File: src/rtl/regfile_pkg.sv
// ---------------------------------------------------------------------------
// regfile_pkg
// Shared definitions for the parametrised register file and its consumers.
//   DEF_DW / DEF_DEPTH / DEF_NRD : default data width, depth, read-port count
//   reset_value(idx, dw)         : power-on contents of register idx
//   port_lsb(port, width)        : LSB of port slot in a packed multi-port bus
//   addr_ok(addr, depth)         : address names a real, writable register
// ---------------------------------------------------------------------------
package regfile_pkg;

    localparam int DEF_DW    = 32;
    localparam int DEF_DEPTH = 16;
    localparam int DEF_NRD   = 2;

    // Registers come out of reset holding their own index (mod 2^dw), so a
    // freshly reset datapath can be sanity-checked by simply reading back.
    function automatic int unsigned reset_value(input int unsigned idx,
                                                input int unsigned dw);
        if (dw >= 32)
            return idx;
        return idx % (32'd1 << dw);
    endfunction

    // Packed ports are laid out port 0 in the low bits; slot p starts here.
    function automatic int unsigned port_lsb(input int unsigned port,
                                             input int unsigned width);
        return port * width;
    endfunction

    // Register 0 is hardwired and depth need not be a power of two, so both
    // zero and addresses past the last register are treated as "no register".
    function automatic logic addr_ok(input int unsigned addr,
                                     input int unsigned depth);
        return (addr != 0) && (addr < depth);
    endfunction

endpackage

File: src/rtl/reg_file_param_scoreboard.sv
// ---------------------------------------------------------------------------
// regfile_scoreboard
// Per-register busy bits used by issue logic for RAW hazard detection.
//   clk, rst           : clock (rising edge), async active-high reset
//   wr_en, wr_addr     : completed write, clears the destination busy bit
//   rsv_en, rsv_addr   : reservation, sets the destination busy bit
//   rd_addr            : packed read addresses, NRD slots of AW bits
//   port_busy          : combinational pre-edge busy bit for each read port
//   busy_any           : registered OR of the busy vector after the edge
// ---------------------------------------------------------------------------
module regfile_scoreboard
    import regfile_pkg::*;
#(
    parameter int DEPTH = DEF_DEPTH,
    parameter int NRD   = DEF_NRD,
    parameter int AW    = $clog2(DEPTH)
) (
    input  logic              clk,
    input  logic              rst,
    input  logic              wr_en,
    input  logic [AW-1:0]     wr_addr,
    input  logic              rsv_en,
    input  logic [AW-1:0]     rsv_addr,
    input  logic [NRD*AW-1:0] rd_addr,
    output logic [NRD-1:0]    port_busy,
    output logic              busy_any
);

    logic [DEPTH-1:0] busy;
    logic [DEPTH-1:0] busy_nxt;

    // The reservation is applied after the clear so that a same-cycle write
    // and reserve leave the register pending for the newer producer.
    always_comb begin
        busy_nxt = busy;
        if (wr_en && addr_ok(32'(wr_addr), DEPTH))
            busy_nxt[wr_addr] = 1'b0;
        if (rsv_en && addr_ok(32'(rsv_addr), DEPTH))
            busy_nxt[rsv_addr] = 1'b1;
    end

    always_ff @(posedge clk or posedge rst) begin
        if (rst) begin
            busy     <= '0;
            busy_any <= 1'b0;
        end else begin
            busy     <= busy_nxt;
            busy_any <= |busy_nxt;
        end
    end

    // Lookup uses the pre-edge vector: a read racing a reserve sees "free".
    for (genvar g = 0; g < NRD; g++) begin : g_lookup
        logic [AW-1:0] addr;
        assign addr         = rd_addr[port_lsb(g, AW) +: AW];
        assign port_busy[g] = addr_ok(32'(addr), DEPTH) ? busy[addr] : 1'b0;
    end

endmodule

File: src/rtl/reg_file_param.sv
// ---------------------------------------------------------------------------
// reg_file_param
// Parametrised register file: DEPTH x DW registers, NRD registered read
// ports, one write port, and a busy scoreboard for RAW hazard detection.
// Register 0 reads as zero and ignores writes.
//   clk, rst           : clock (rising edge), async active-high reset
//   wr_en/addr/data    : write port
//   rd_en              : per-port read strobe (outputs hold when low)
//   rd_addr            : packed read addresses, port p at [p*AW +: AW]
//   rd_data            : packed registered read data, port p at [p*DW +: DW]
//   rd_busy            : registered busy flag of the register read per port
//   rsv_en, rsv_addr   : mark a destination register as pending
//   busy_any           : registered OR of all busy bits
// Build option: define REGFILE_BYPASS_EN to forward a same-edge write to
// reads of the written address; otherwise such reads see the old contents.
// ---------------------------------------------------------------------------
module reg_file_param
    import regfile_pkg::*;
#(
    parameter  int DW    = DEF_DW,
    parameter  int DEPTH = DEF_DEPTH,
    parameter  int NRD   = DEF_NRD,
    localparam int AW    = $clog2(DEPTH)
) (
    input  logic              clk,
    input  logic              rst,
    input  logic              wr_en,
    input  logic [AW-1:0]     wr_addr,
    input  logic [DW-1:0]     wr_data,
    input  logic [NRD-1:0]    rd_en,
    input  logic [NRD*AW-1:0] rd_addr,
    output logic [NRD*DW-1:0] rd_data,
    output logic [NRD-1:0]    rd_busy,
    input  logic              rsv_en,
    input  logic [AW-1:0]     rsv_addr,
    output logic              busy_any
);

    logic [DW-1:0]  regs      [DEPTH];
    logic [AW-1:0]  port_addr [NRD];
    logic [DW-1:0]  rd_mux    [NRD];
    logic [NRD-1:0] rd_busy_mux;
    logic [NRD-1:0] sb_busy;

    regfile_scoreboard #(
        .DEPTH (DEPTH),
        .NRD   (NRD),
        .AW    (AW)
    ) u_scoreboard (
        .clk       (clk),
        .rst       (rst),
        .wr_en     (wr_en),
        .wr_addr   (wr_addr),
        .rsv_en    (rsv_en),
        .rsv_addr  (rsv_addr),
        .rd_addr   (rd_addr),
        .port_busy (sb_busy),
        .busy_any  (busy_any)
    );

    for (genvar g = 0; g < NRD; g++) begin : g_addr
        assign port_addr[g] = rd_addr[port_lsb(g, AW) +: AW];
    end

    // Data array. Entry 0 is never written, so it stays at its reset value 0.
    always_ff @(posedge clk or posedge rst) begin
        if (rst) begin
            for (int i = 0; i < DEPTH; i++)
                regs[i] <= DW'(reset_value(i, DW));
        end else if (wr_en && addr_ok(32'(wr_addr), DEPTH)) begin
            regs[wr_addr] <= wr_data;
        end
    end

    // Per-port read selection. With bypass, a same-edge write wins over the
    // array; its busy bit reads as 0 because the write retires the producer,
    // unless a reserve to the same register in this cycle re-arms it, in
    // which case the pre-edge busy value is reported.
    always_comb begin
        for (int p = 0; p < NRD; p++) begin
            rd_mux[p]      = '0;
            rd_busy_mux[p] = 1'b0;
            if (addr_ok(32'(port_addr[p]), DEPTH)) begin
                rd_mux[p]      = regs[port_addr[p]];
                rd_busy_mux[p] = sb_busy[p];
`ifdef REGFILE_BYPASS_EN
                if (wr_en && (wr_addr == port_addr[p])) begin
                    rd_mux[p] = wr_data;
                    if (!(rsv_en && (rsv_addr == port_addr[p])))
                        rd_busy_mux[p] = 1'b0;
                end
`endif
            end
        end
    end

    // Registered read outputs; a port without rd_en keeps its last result.
    always_ff @(posedge clk or posedge rst) begin
        if (rst) begin
            rd_data <= '0;
            rd_busy <= '0;
        end else begin
            for (int p = 0; p < NRD; p++) begin
                if (rd_en[p]) begin
                    rd_data[port_lsb(p, DW) +: DW] <= rd_mux[p];
                    rd_busy[p]                     <= rd_busy_mux[p];
                end
            end
        end
    end

endmodule

File: config.mk
export PLATFORM = sky130hd
export DESIGN_NAME = reg_file_param
export DESIGN_NICKNAME = d
export VERILOG_FILES = /design/src/rtl/regfile_pkg.sv /design/src/rtl/reg_file_param_scoreboard.sv /design/src/rtl/reg_file_param.sv
export SDC_FILE = /design/constraint.sdc
export NUM_CORES = 1
export LEC_CHECK = 0
export ABC_CLOCK_PERIOD_IN_PS = 30800
export CAP_MARGIN = 40
export CORE_ASPECT_RATIO = 0.6
export CORE_MARGIN = 8
export CORE_UTILIZATION = 31
export CTS_BUF_LIST = sky130_fd_sc_hd__clkbuf_4
export DETAILED_ROUTE_END_ITERATION = 10
export GPL_TIMING_DRIVEN = 0
export HOLD_SLACK_MARGIN = 0.06
export SLEW_MARGIN = 10
export SYNTH_ARGS = -nofsm -noshare
export SYNTH_HDL_FRONTEND = slang
export SYNTH_SLANG_ARGS = --single-unit
File: constraint.sdc
create_clock -name clk -period 30.8 [get_ports clk]
set_clock_uncertainty 0.1 [all_clocks]
set_input_delay 9.24 -clock clk [delete_from_list [all_inputs] [get_ports clk]]
set_output_delay 9.24 -clock clk [all_outputs]
set_load 0.01 [all_outputs]
# [Yosys cells after proc, flatten, opt, wreduce, memory -nomap -nowiden]
# Cells that the tools add are included.
# Widths: inputs -> output; s select.
[totals] out_inout_bits=67 elab_cells=71 reg_bits=595
[classes] bitwise_logic=6 reduce_logical=10 order_cmp=10 muxes=23
[ops] cell="$bwmux 512" n=1
[ops] cell="$bmux 32 s4" n=2
[ops] cell="$mux 32" n=7
[ops] cell="$demux 32 s4" n=1
[ops] cell="$mux 16" n=2
[ops] cell="$lt 4x5->1 const B" n=4
[ops] cell="$and 16x16->16" n=1
[ops] cell="$not 16->16" n=1
[ops] cell="$or 16x16->16" n=1
[ops] cell="$reduce_bool 4->1" n=4
[ops] cell="$reduce_or 16->1" n=1
[ops] cell="$ge 5x5->1 const B" n=3
[ops] cell="$not 4->5" n=3
[ops] cell="$bmux 1 s4" n=2
[ops] cell="$demux 1 s4" n=2
[ops] cell="$ge 4x1->1 const B" n=2
[ops] cell="$mux 1" n=6
[ops] cell="$logic_and 1x1->1" n=5
[ops] cell="$lt 5x1->1 const B" n=1

# [Logic depth before layout (Yosys ltp)]
# Gate-level depths: netlist of the first run.
[depth] ltp_word=10 ltp_mapped=8

# [By module]
# Synthesis of the first run repeated with hierarchy kept, for this count alone.
[hier_totals] cells_unflattened=2458 hier_area_um2=31044.8
[modules_own_cells] module="reg_file_param" instances=1 cells_per_inst=2368 area_per_inst_um2=30065.1
[modules_own_cells] module="regfile_scoreboard" instances=1 cells_per_inst=90 area_per_inst_um2=979.7

# [Worst setup path after synthesis of the first run]
# No wires, ideal clock.
[synth_path] path_kind="in2reg" from="in rd_addr[5]" to="reg rd_data[50]" arrival_time_ps=10779 n_path_buf=3 required_time_ps=30568 stages=7 setup_time_ps=132 slack_ps=19789 path_cell_list="buf_2 > buf_2 > buf_1 > mux4_2 > mux2_2 > a22oi_1 > o21ai_1"
[synth_between] elab_chain_cells=5 word_cells_on_any_way=6
[synth_lines] item="start: declaration" line_no="reg_file_param.sv:31" rtl="input logic [NRD*AW-1:0] rd_addr,"
[synth_lines] item="$not 4->5 (not written as such)" line_no="reg_file_param.sv:84" rtl="rd_mux[p] = regs[port_addr[p]];"
[synth_lines] item="$bmux 32 s4" line_no="reg_file_param.sv:84"
[synth_lines] item="$mux 32 (not written as such) (2 in series)" line_no="reg_file_param.sv:84"
[synth_lines] item="$mux 32 *" line_no="reg_file_param.sv:83" rtl="if (addr_ok(32'(port_addr[p]), DEPTH)) begin"
[synth_lines] item="end signal: indexed assignment" line_no="reg_file_param.sv:105" rtl="rd_data[port_lsb(p, DW) +: DW] <= rd_mux[p];"
[synth_lines] item="end: declaration" line_no="reg_file_param.sv:32" rtl="output logic [NRD*DW-1:0] rd_data,"
# Every way passes the cells marked *; elsewhere a longest branch is shown, timed or not. The select of a mux whose other input is x is not followed.
# A chain may end at the register's enable or synchronous reset.

# [Worst setup path in the final report of the first run]
[layout_path] from="in rd_addr[6]" to="reg rd_data[63]"
# Same word-level chain as after synthesis.

==> metrics.log, run 1 <==
[metrics] Top Layer Used: met5
[metrics] count of final max-slew check failures: 0
[metrics] non-filler cells in the finished layout: 3688
[metrics] first-pass GRT wire length: 147000 um
[metrics] Std-Cell Core Area: 96500 um^2
[metrics] instance count of the mapped netlist: 1961
[metrics] count of cells along the worst hold path: 1
[metrics] Avg WL per Cell: 27.0 um
[metrics] clock tree from TritonCTS: built
[metrics] wire length on met1: 44700 um
[metrics] Final Hold Fails: 0
[metrics] part of the total power dissipated in sequential elements: 46.6%
[metrics] number of antenna violations at the first check in global routing: 11
[metrics] synthesized area per cell: 15.4 um^2
[metrics] DIE HEIGHT: 258 um
[metrics] Worst-Margin Slew: 916 ps
[metrics] data arrival time of the critical path: 12480 ps
[metrics] post-synth top area cell: dfrtp_1
[metrics] drt first-iter violations: 2168
[metrics] type of element capturing the critical path: register
[metrics] maximum ir drop on the vdd rail: 36.4 uV
[metrics] count of cell types in the netlist: 32
[metrics] CTS hold repair buffers: 0
[metrics] top fanout value on the critical path: 10
[metrics] overall routing resource usage: 18.3%
[metrics] worst min-delay path class: reg -> reg
[metrics] Final Cycle Share: 38.1%
[metrics] vias in the first global route: 21184
[metrics] die outline width: 420 um
[metrics] overall power: 2.33 mW
[metrics] total iterations of the first detailed-routing run: 5
[metrics] Post-Place Setup Slack: 18130 ps
[metrics] Area Growth Syn to Fin: 17.3%
[metrics] crit path launch type: primary input
[metrics] Via-to-Cell Ratio: 5.46
[metrics] terminating pin of the worst hold path: regs[499]
[metrics] clock latency on the worst-skew pair: 1040 ps
[metrics] highest clock rate: 85.3 MHz
[metrics] Sink Count: 595
[metrics] post-synthesis instance area: 30300 um^2
[metrics] Int Pwr: 1.63 mW
[metrics] static power due to leakage: 14.5 nW
[metrics] share of total power in combinational logic: 24.4%
[metrics] std cell rows: 88
[metrics] synth top area cells: dfrtp_1, mux2_2, mux4_2
[metrics] run status: finished, final reports clean
[metrics] Net Sw Power: 0.695 mW
[metrics] cell-by-cell listing of the critical path: clkdlybuf4s50_1, buf_1, clkbuf_1, mux2_2, a22oi_1, o21ai_1
[metrics] min setup slack post-route: 19070 ps
[metrics] number of gates resized after cts: 0
[metrics] H-tree depth: 4
[metrics] root cell of the clock tree: clkbuf_4
[metrics] worst r2r path cells: 4
[metrics] cell area after layout: 35500 um^2
[metrics] final period demand of the worst path: 11730 ps
[metrics] Hold Crit Start: regs[499]
[metrics] detailed route wirelength on metal3: 9610 um
[metrics] destination of the worst register-to-register timing path: rd_data[63]
[metrics] maximum number of pins on one net before global-route repair: 123
[metrics] Num CTS Buffers: 147
[metrics] proportion of synthesized chip area in sequential cells: 49.3%
[metrics] worst setup slack for register-to-register paths: 28650 ps
[metrics] maximum cell stage delay along the critical path: 750 ps
[metrics] I/O pin cnt: 121
[metrics] proportion of power drawn by the clock network: 29.0%
[metrics] Starting Density: 31.4%
[metrics] critical path data required time: 31550 ps
[metrics] count of antenna-violating nets left after detailed routing: 0
[metrics] syn nets: 2015
[metrics] crit path max-delay cell type: clkbuf_1
[metrics] Remaining Overflow, GRT: 0
[metrics] post-detail-place hpwl: 69900 um
[metrics] share of final-layout standard cells stronger than drive strength 1: 53.3%
[metrics] # nets final: 2320
[metrics] total via count after detailed routing: 20120
[metrics] fraction of post-synthesis cell area in the top cell type by area: 46.5%
[metrics] gpl congestion: 0.823
[metrics] Max transition margin: 38.9%
[metrics] Total Routed Length: 99700 um
[metrics] Syn. warnings: 0
[metrics] Met2 Wirelength: 42900 um
[metrics] Post-CTS Setup Inserts: 0
[metrics] number of storage elements in the synthesis netlist: 595
[metrics] post-detailed-route DRC marker count: 0
[metrics] number of placed cells counting well taps: 3422
[metrics] total power divided by cell area: 65.5 nW/um^2
[metrics] placed cell area: 33700 um^2
[metrics] count of endpoints failing setup in the final report: 0
[metrics] die area: 108000 um^2
[metrics] max cap viols: 0
[metrics] worst flop-to-flop path startpoint: regs[287]
[metrics] critical path type: in -> reg
[metrics] Reg clk slew, reported paths: 70 ps
[metrics] buffer levels on the longest clock path: 3
[metrics] unrepaired setup endpoints after global routing: false
[metrics] switching share of total power: 29.9%
[metrics] count of buffers inserted at the top-level ports: 114
-- Yosys cell counts --
| cell type | n |
|---|---|
| a22oi_1 | 66 |
| and2_1 | 2 |
| buf_1 | 8 |
| buf_2 | 73 |
| buf_4 | 1 |
| buf_6 | 13 |
| clkbuf_1 | 116 |
| dfrtp_1 | 563 |
| dfstp_2 | 32 |
| inv_1 | 68 |
| mux2_1 | 9 |
| mux2_2 | 603 |
| mux2i_1 | 1 |
| mux4_2 | 264 |
| nand2_1 | 3 |
| nand2b_1 | 4 |
| nand3_1 | 4 |
| nand3b_1 | 3 |
| nand4_1 | 3 |
| nor2_1 | 11 |
| nor3_1 | 4 |
| nor3b_2 | 2 |
| o21ai_0 | 44 |
| o21ai_1 | 49 |
| o221a_2 | 1 |
| o31ai_1 | 3 |
| or2_1 | 3 |
| or2_2 | 4 |
| or3_1 | 1 |
| or3b_1 | 1 |
| or3b_2 | 1 |
| xor2_1 | 1 |
-- logic make-up (layout without fill, tap and decap cells) --
group / after synthesis / count (layout) / synth area share (%)
AO/OA/AOI/OAI: 163 / 163 / 3.28
other: 0 / 11 / 0
XOR/XNOR: 1 / 1 / 0.0289
multiplexers: 877 / 877 / 42.4
buffers and inverters: 279 / 690 / 4.09
AND/OR/NAND/NOR: 46 / 46 / 0.872
flip-flops: 595 / 595 / 49.3
-- power by group through the flow --
stage,clock network (mW),logic [mW],registers (mW)
2_1_floorplan,0,0.393,1.06
3_3_place_gp,0,0.546,1.07
3_5_place_dp,0,0.569,1.09
4_1_cts,0.694,0.571,1.08
5_1_grt,0.734,0.608,1.11
6_report,0.675,0.568,1.08
-- sequential cells by signal (all words and copies together), names as in the netlist --
register	count
rd_busy	2
regs	512
u_scoreboard.busy_any	1
rd_data	64
u_scoreboard.busy	16
-- metal layers --
metal / vias up / global-route usage, %
li1: 8135 / -
met1: 10785 / 26.1
met2: 1009 / 26.2
met3: 187 / 6.08
met4: 4 / 5.73
met5: - / 0
-- how the worst max path moves through the flow --
stage               slack (ps)  cells past startpoint  startpoint          end
global placement         -1660                      2         rst  rd_data[16]
floorplan                 4860                      1         rst   rd_busy[0]
CTS                      19210                      6  rd_addr[6]  rd_data[63]
detailed placement       18130                      6  rd_addr[6]  rd_data[63]
global route             19100                      6  rd_addr[6]  rd_data[63]
finish                   19070                      6  rd_addr[6]  rd_data[63]
-- through the flow --
step                hold slack, ps  util (%)  TNS [ps]
CTS                            384      36.8         0
global placement               353      34.3   -857580
finish                         381      36.8         0
detailed placement             367      34.9         0
floorplan                      341         -         0
global route                   399      36.8         0
-- placed cells by master, fill, tap and decap left out, types with 4 or more instances in the layout --
| master | synthesis | routed |
|---|---|---|
| mux2_1 | 9 | 9 |
| or2_2 | 4 | 4 |
| clkdlybuf4s50_1 | 0 | 114 |
| o21ai_1 | 49 | 49 |
| nand3_1 | 4 | 4 |
| inv_1 | 68 | 67 |
| dfrtp_1 | 563 | 563 |
| inv_2 | 0 | 6 |
| mux2_2 | 603 | 603 |
| buf_1 | 8 | 8 |
| clkinvlp_4 | 0 | 5 |
| o21ai_0 | 44 | 44 |
| buf_8 | 0 | 18 |
| buf_16 | 0 | 5 |
| mux4_2 | 264 | 264 |
| clkbuf_4 | 0 | 211 |
| clkinv_1 | 0 | 28 |
| a22oi_1 | 66 | 66 |
| buf_6 | 13 | 32 |
| nand2b_1 | 4 | 4 |
| dfstp_2 | 32 | 32 |
| nor2_1 | 11 | 11 |
| buf_2 | 73 | 73 |
| clkbuf_1 | 116 | 116 |
| nor3_1 | 4 | 4 |
| diode_2 | 0 | 11 |
-- critical path, delay by kind of cell --
family          cells  cell delay (ps)
buf+inv             3             2060
mux                 1              440
compound gates      2              730
-- area by class of cell --
class	count	area, um^2
Antenna cell	11	27.5
Buffer	211	985
Clock buffer	211	1580
Clock inverter	44	223
Fill cell	9168	60900
Inverter	68	263
Multi-Input combinational cell	1087	14100
Sequential cell	595	14900
Tap cell	1305	1630
Timing Repair Buffer	156	1760
Power figures use the tool's default switching activity.
==> inputs of run 2 (changes only) <==
Settings changed: ABC_CLOCK_PERIOD_IN_PS 30800 to 9700.
Clock period 30.8 ns to 9.7 ns, I/O delays scaled along.
==> metrics.log, run 2 (synthesized netlist as in run 1, its figures left out) <==
[metrics] number of fillers in the final layout: 9181 (was 9168)
[metrics] Total Routed Length: 98900 um (was 99700 um)
[metrics] top fanout value on the critical path: 10 (unchanged)
[metrics] max cap viols: 0 (unchanged)
[metrics] share of final-layout standard cells stronger than drive strength 1: 54.3% (was 53.3%)
[metrics] # nets final: 2334 (was 2320)
[metrics] number of antenna violations at the first check in global routing: 4 (was 11)
[metrics] crit path launch type: primary input (unchanged)
[metrics] die outline width: 420 um (unchanged)
[metrics] post-detail-place hpwl: 70800 um (was 69900 um)
[metrics] I/O pin cnt: 121 (unchanged)
[metrics] most frequent cells in the layout: mux2_2, dfrtp_1, mux4_2, clkbuf_4, clkbuf_1 (unchanged)
[metrics] minimum hold slack: 385 ps (was 381 ps)
[metrics] cell-by-cell listing of the critical path: clkdlybuf4s50_1, buf_1, buf_6, clkbuf_1, mux2_2, a22oi_1, o21ai_1 (was clkdlybuf4s50_1, buf_1, clkbuf_1, mux2_2, a22oi_1, o21ai_1)
[metrics] Worst-Margin Slew: 957 ps (was 916 ps)
[metrics] first-pass GRT wire length: 147000 um (about the same)
[metrics] Avg WL per Cell: 26.8 um (was 27.0 um)
[metrics] count of antenna-violating nets left after detailed routing: 0 (unchanged)
[metrics] run status: finished, final reports clean (unchanged)
[metrics] vias in the first global route: 21621 (was 21184)
[metrics] Sink Count: 595 (unchanged)
[metrics] total negative setup slack: 0 ps (unchanged)
[metrics] count of endpoints failing setup in the final report: 0 (unchanged)
[metrics] total power divided by cell area: 210 nW/um^2 (was 65.5 nW/um^2)
[metrics] crit path max-delay cell type: clkbuf_1 (unchanged)
[metrics] registers with the most flip-flops: regs (512), rd_data (64), u_scoreboard.busy (16) (unchanged)
[metrics] most frequent standard cell in the layout excluding fill and tap cells: mux2_2 (unchanged)
[metrics] static power due to leakage: 14.7 nW (was 14.5 nW)
[metrics] clock tree from TritonCTS: built (unchanged)
[metrics] Starting Density: 31.4% (unchanged)
[metrics] clock latency on the worst-skew pair: 1060 ps (was 1040 ps)
[metrics] DIE HEIGHT: 258 um (unchanged)
[metrics] register ranked first by flip-flop count: regs (unchanged)
[metrics] root cell of the clock tree: clkbuf_4 (unchanged)
[metrics] total via count after detailed routing: 20140 (was 20120)
[metrics] maximum cell stage delay along the critical path: 730 ps (was 750 ps)
[metrics] Remaining Overflow, GRT: 0 (unchanged)
[metrics] critical path data required time: 10460 ps (was 31550 ps)
[metrics] drt first-iter violations: 1705 (was 2168)
[metrics] number of flip-flops in the largest register: 512 (unchanged)
[metrics] unrepaired setup endpoints after global routing: false (unchanged)
[metrics] Num CTS Buffers: 149 (was 147)
[metrics] gpl congestion: 0.813 (was 0.823)
[metrics] maximum ir drop on the vdd rail: 112 uV (was 36.4 uV)
[metrics] overall routing resource usage: 18.2% (was 18.3%)
[metrics] Final Cycle Share: 56.1%
[metrics] die area: 108000 um^2 (unchanged)
[metrics] overall power: 7.53 mW (was 2.33 mW)
[metrics] post-detailed-route DRC marker count: 0 (unchanged)
[metrics] H-tree depth: 4 (unchanged)
[metrics] CTS hold repair buffers: 0 (unchanged)
[metrics] data arrival time of the critical path: 6200 ps (was 12480 ps)
[metrics] type of element capturing the critical path: register (unchanged)
[metrics] total iterations of the first detailed-routing run: 5 (unchanged)
[metrics] worst min-delay path class: reg -> reg (unchanged)
[metrics] maximum number of pins on one net before global-route repair: 42 (was 123)
[metrics] count of final max-slew check failures: 0 (unchanged)
[metrics] Reg clk slew, reported paths: 70 ps (about the same)
[metrics] std cell rows: 88 (unchanged)
[metrics] Area Growth Syn to Fin: 18.3% (was 17.3%)
[metrics] Post-CTS Setup Inserts: 0 (unchanged)
[metrics] count of buffers inserted at the top-level ports: 114 (unchanged)
[metrics] Final Hold Fails: 0 (unchanged)
[metrics] Std-Cell Core Area: 96500 um^2 (unchanged)
[metrics] Max transition margin: 36.2% (was 38.9%)
[metrics] number of gates resized after cts: 0 (unchanged)
[metrics] Via-to-Cell Ratio: 5.46 (about the same)
[metrics] highest clock rate: 184 MHz
[metrics] buffer levels on the longest clock path: 3 (unchanged)
[metrics] critical path type: in -> reg (unchanged)
[metrics] final period demand of the worst path: 5440 ps
run 2: cell count changes in the layout (fill, tap and decap cells not counted), sizes merged:
cell and change:
clkinv -20, buf +12, clkbuf +16, clkinvlp -1
inv -1, diode -7, bufinv +3
run 2: where the power goes:
| part | switching, mW | leakage, nW | internal (mW) |
|---|---|---|---|
| clock | 1.10 | 1.15 | 1.17 |
| combinational | 0.712 | 6.22 | 1.11 |
| sequential | 0.388 | 7.33 | 3.05 |
| total | 2.20 | 14.7 | 5.33 |
run 2: worst paths after layout:
path	to	slack [ps]	cells past startpoint	startpoint
hold / removal	regs[504]	380	1	regs[504]
hold reg to reg	regs[504]	380	1	regs[504]
setup / recovery	rd_data[63]	4260	7	rd_addr[6]
min in group asynchronous	rd_data[63]	2080	2	rst
setup reg to reg	rd_data[63]	7480	4	regs[319]
max in group asynchronous	rd_data[51]	5150	10	rst
run 2: layout make-up:
cell class	count	area, um^2	share of cell area, %
buffer	211	985	2.75
tap	1305	1630	4.56
antenna	4	10.0	0.0279
clock buffer	227	1700	4.76
multi-input combinational	1087	14100	39.4
inverter	68	259	0.723
sequential	595	14900	41.7
timing repair buffer	168	1970	5.49
clock inverter	25	224	0.625
run 2: metrics by stage:
step	cell area, um^2	setup slack [ps]	std cells	util (%)
6_report	35800	4260	3690	37.1
5_1_grt	35800	4320	3688	37.1
4_1_cts	35800	4520	3685	37.1
3_5_place_dp	33900	3440	3433	35.1
3_3_place_gp	33100	-4980	3380	34.3
2_1_floorplan	30300	-1400	1961	-
run 2: worst max-delay path, delay by kind of cell:
family                 cells  cell delay, ps
AOI/OAI and AO/OA          2             750
muxes                      1             420
buffers and inverters      4            2100
run 2: metal layers:
| metal | GRT usage, % | up-vias | share of wire (%) |
|---|---|---|---|
| met1 | 25.2 | 10861 | 44 |
| met3 | 6.62 | 194 | 9.4 |
| li1 | - | 8162 | - |
| met2 | 26.3 | 921 | 43 |
| met4 | 6.29 | 2 | 2.8 |
| met5 | 0.580 | - | 0.083 |
==> inputs of run 3 (changes only) <==
Settings changed: ABC_CLOCK_PERIOD_IN_PS 9700 to 5300.
Clock period 9.7 ns to 5.3 ns, I/O delays scaled along.
==> results of run 3 <==
Same layout as run 2 (identical final DEF). Status: finished, final reports clean.
Among the figures that moved: setup slack after placement 3440 ps -> 365 ps; setup slack after layout 4260 ps -> 1180 ps; register-to-register setup slack 7480 ps -> 3080 ps; total power 7.53 mW -> 13.8 mW; worst IR drop on VDD 112 uV -> 206 uV
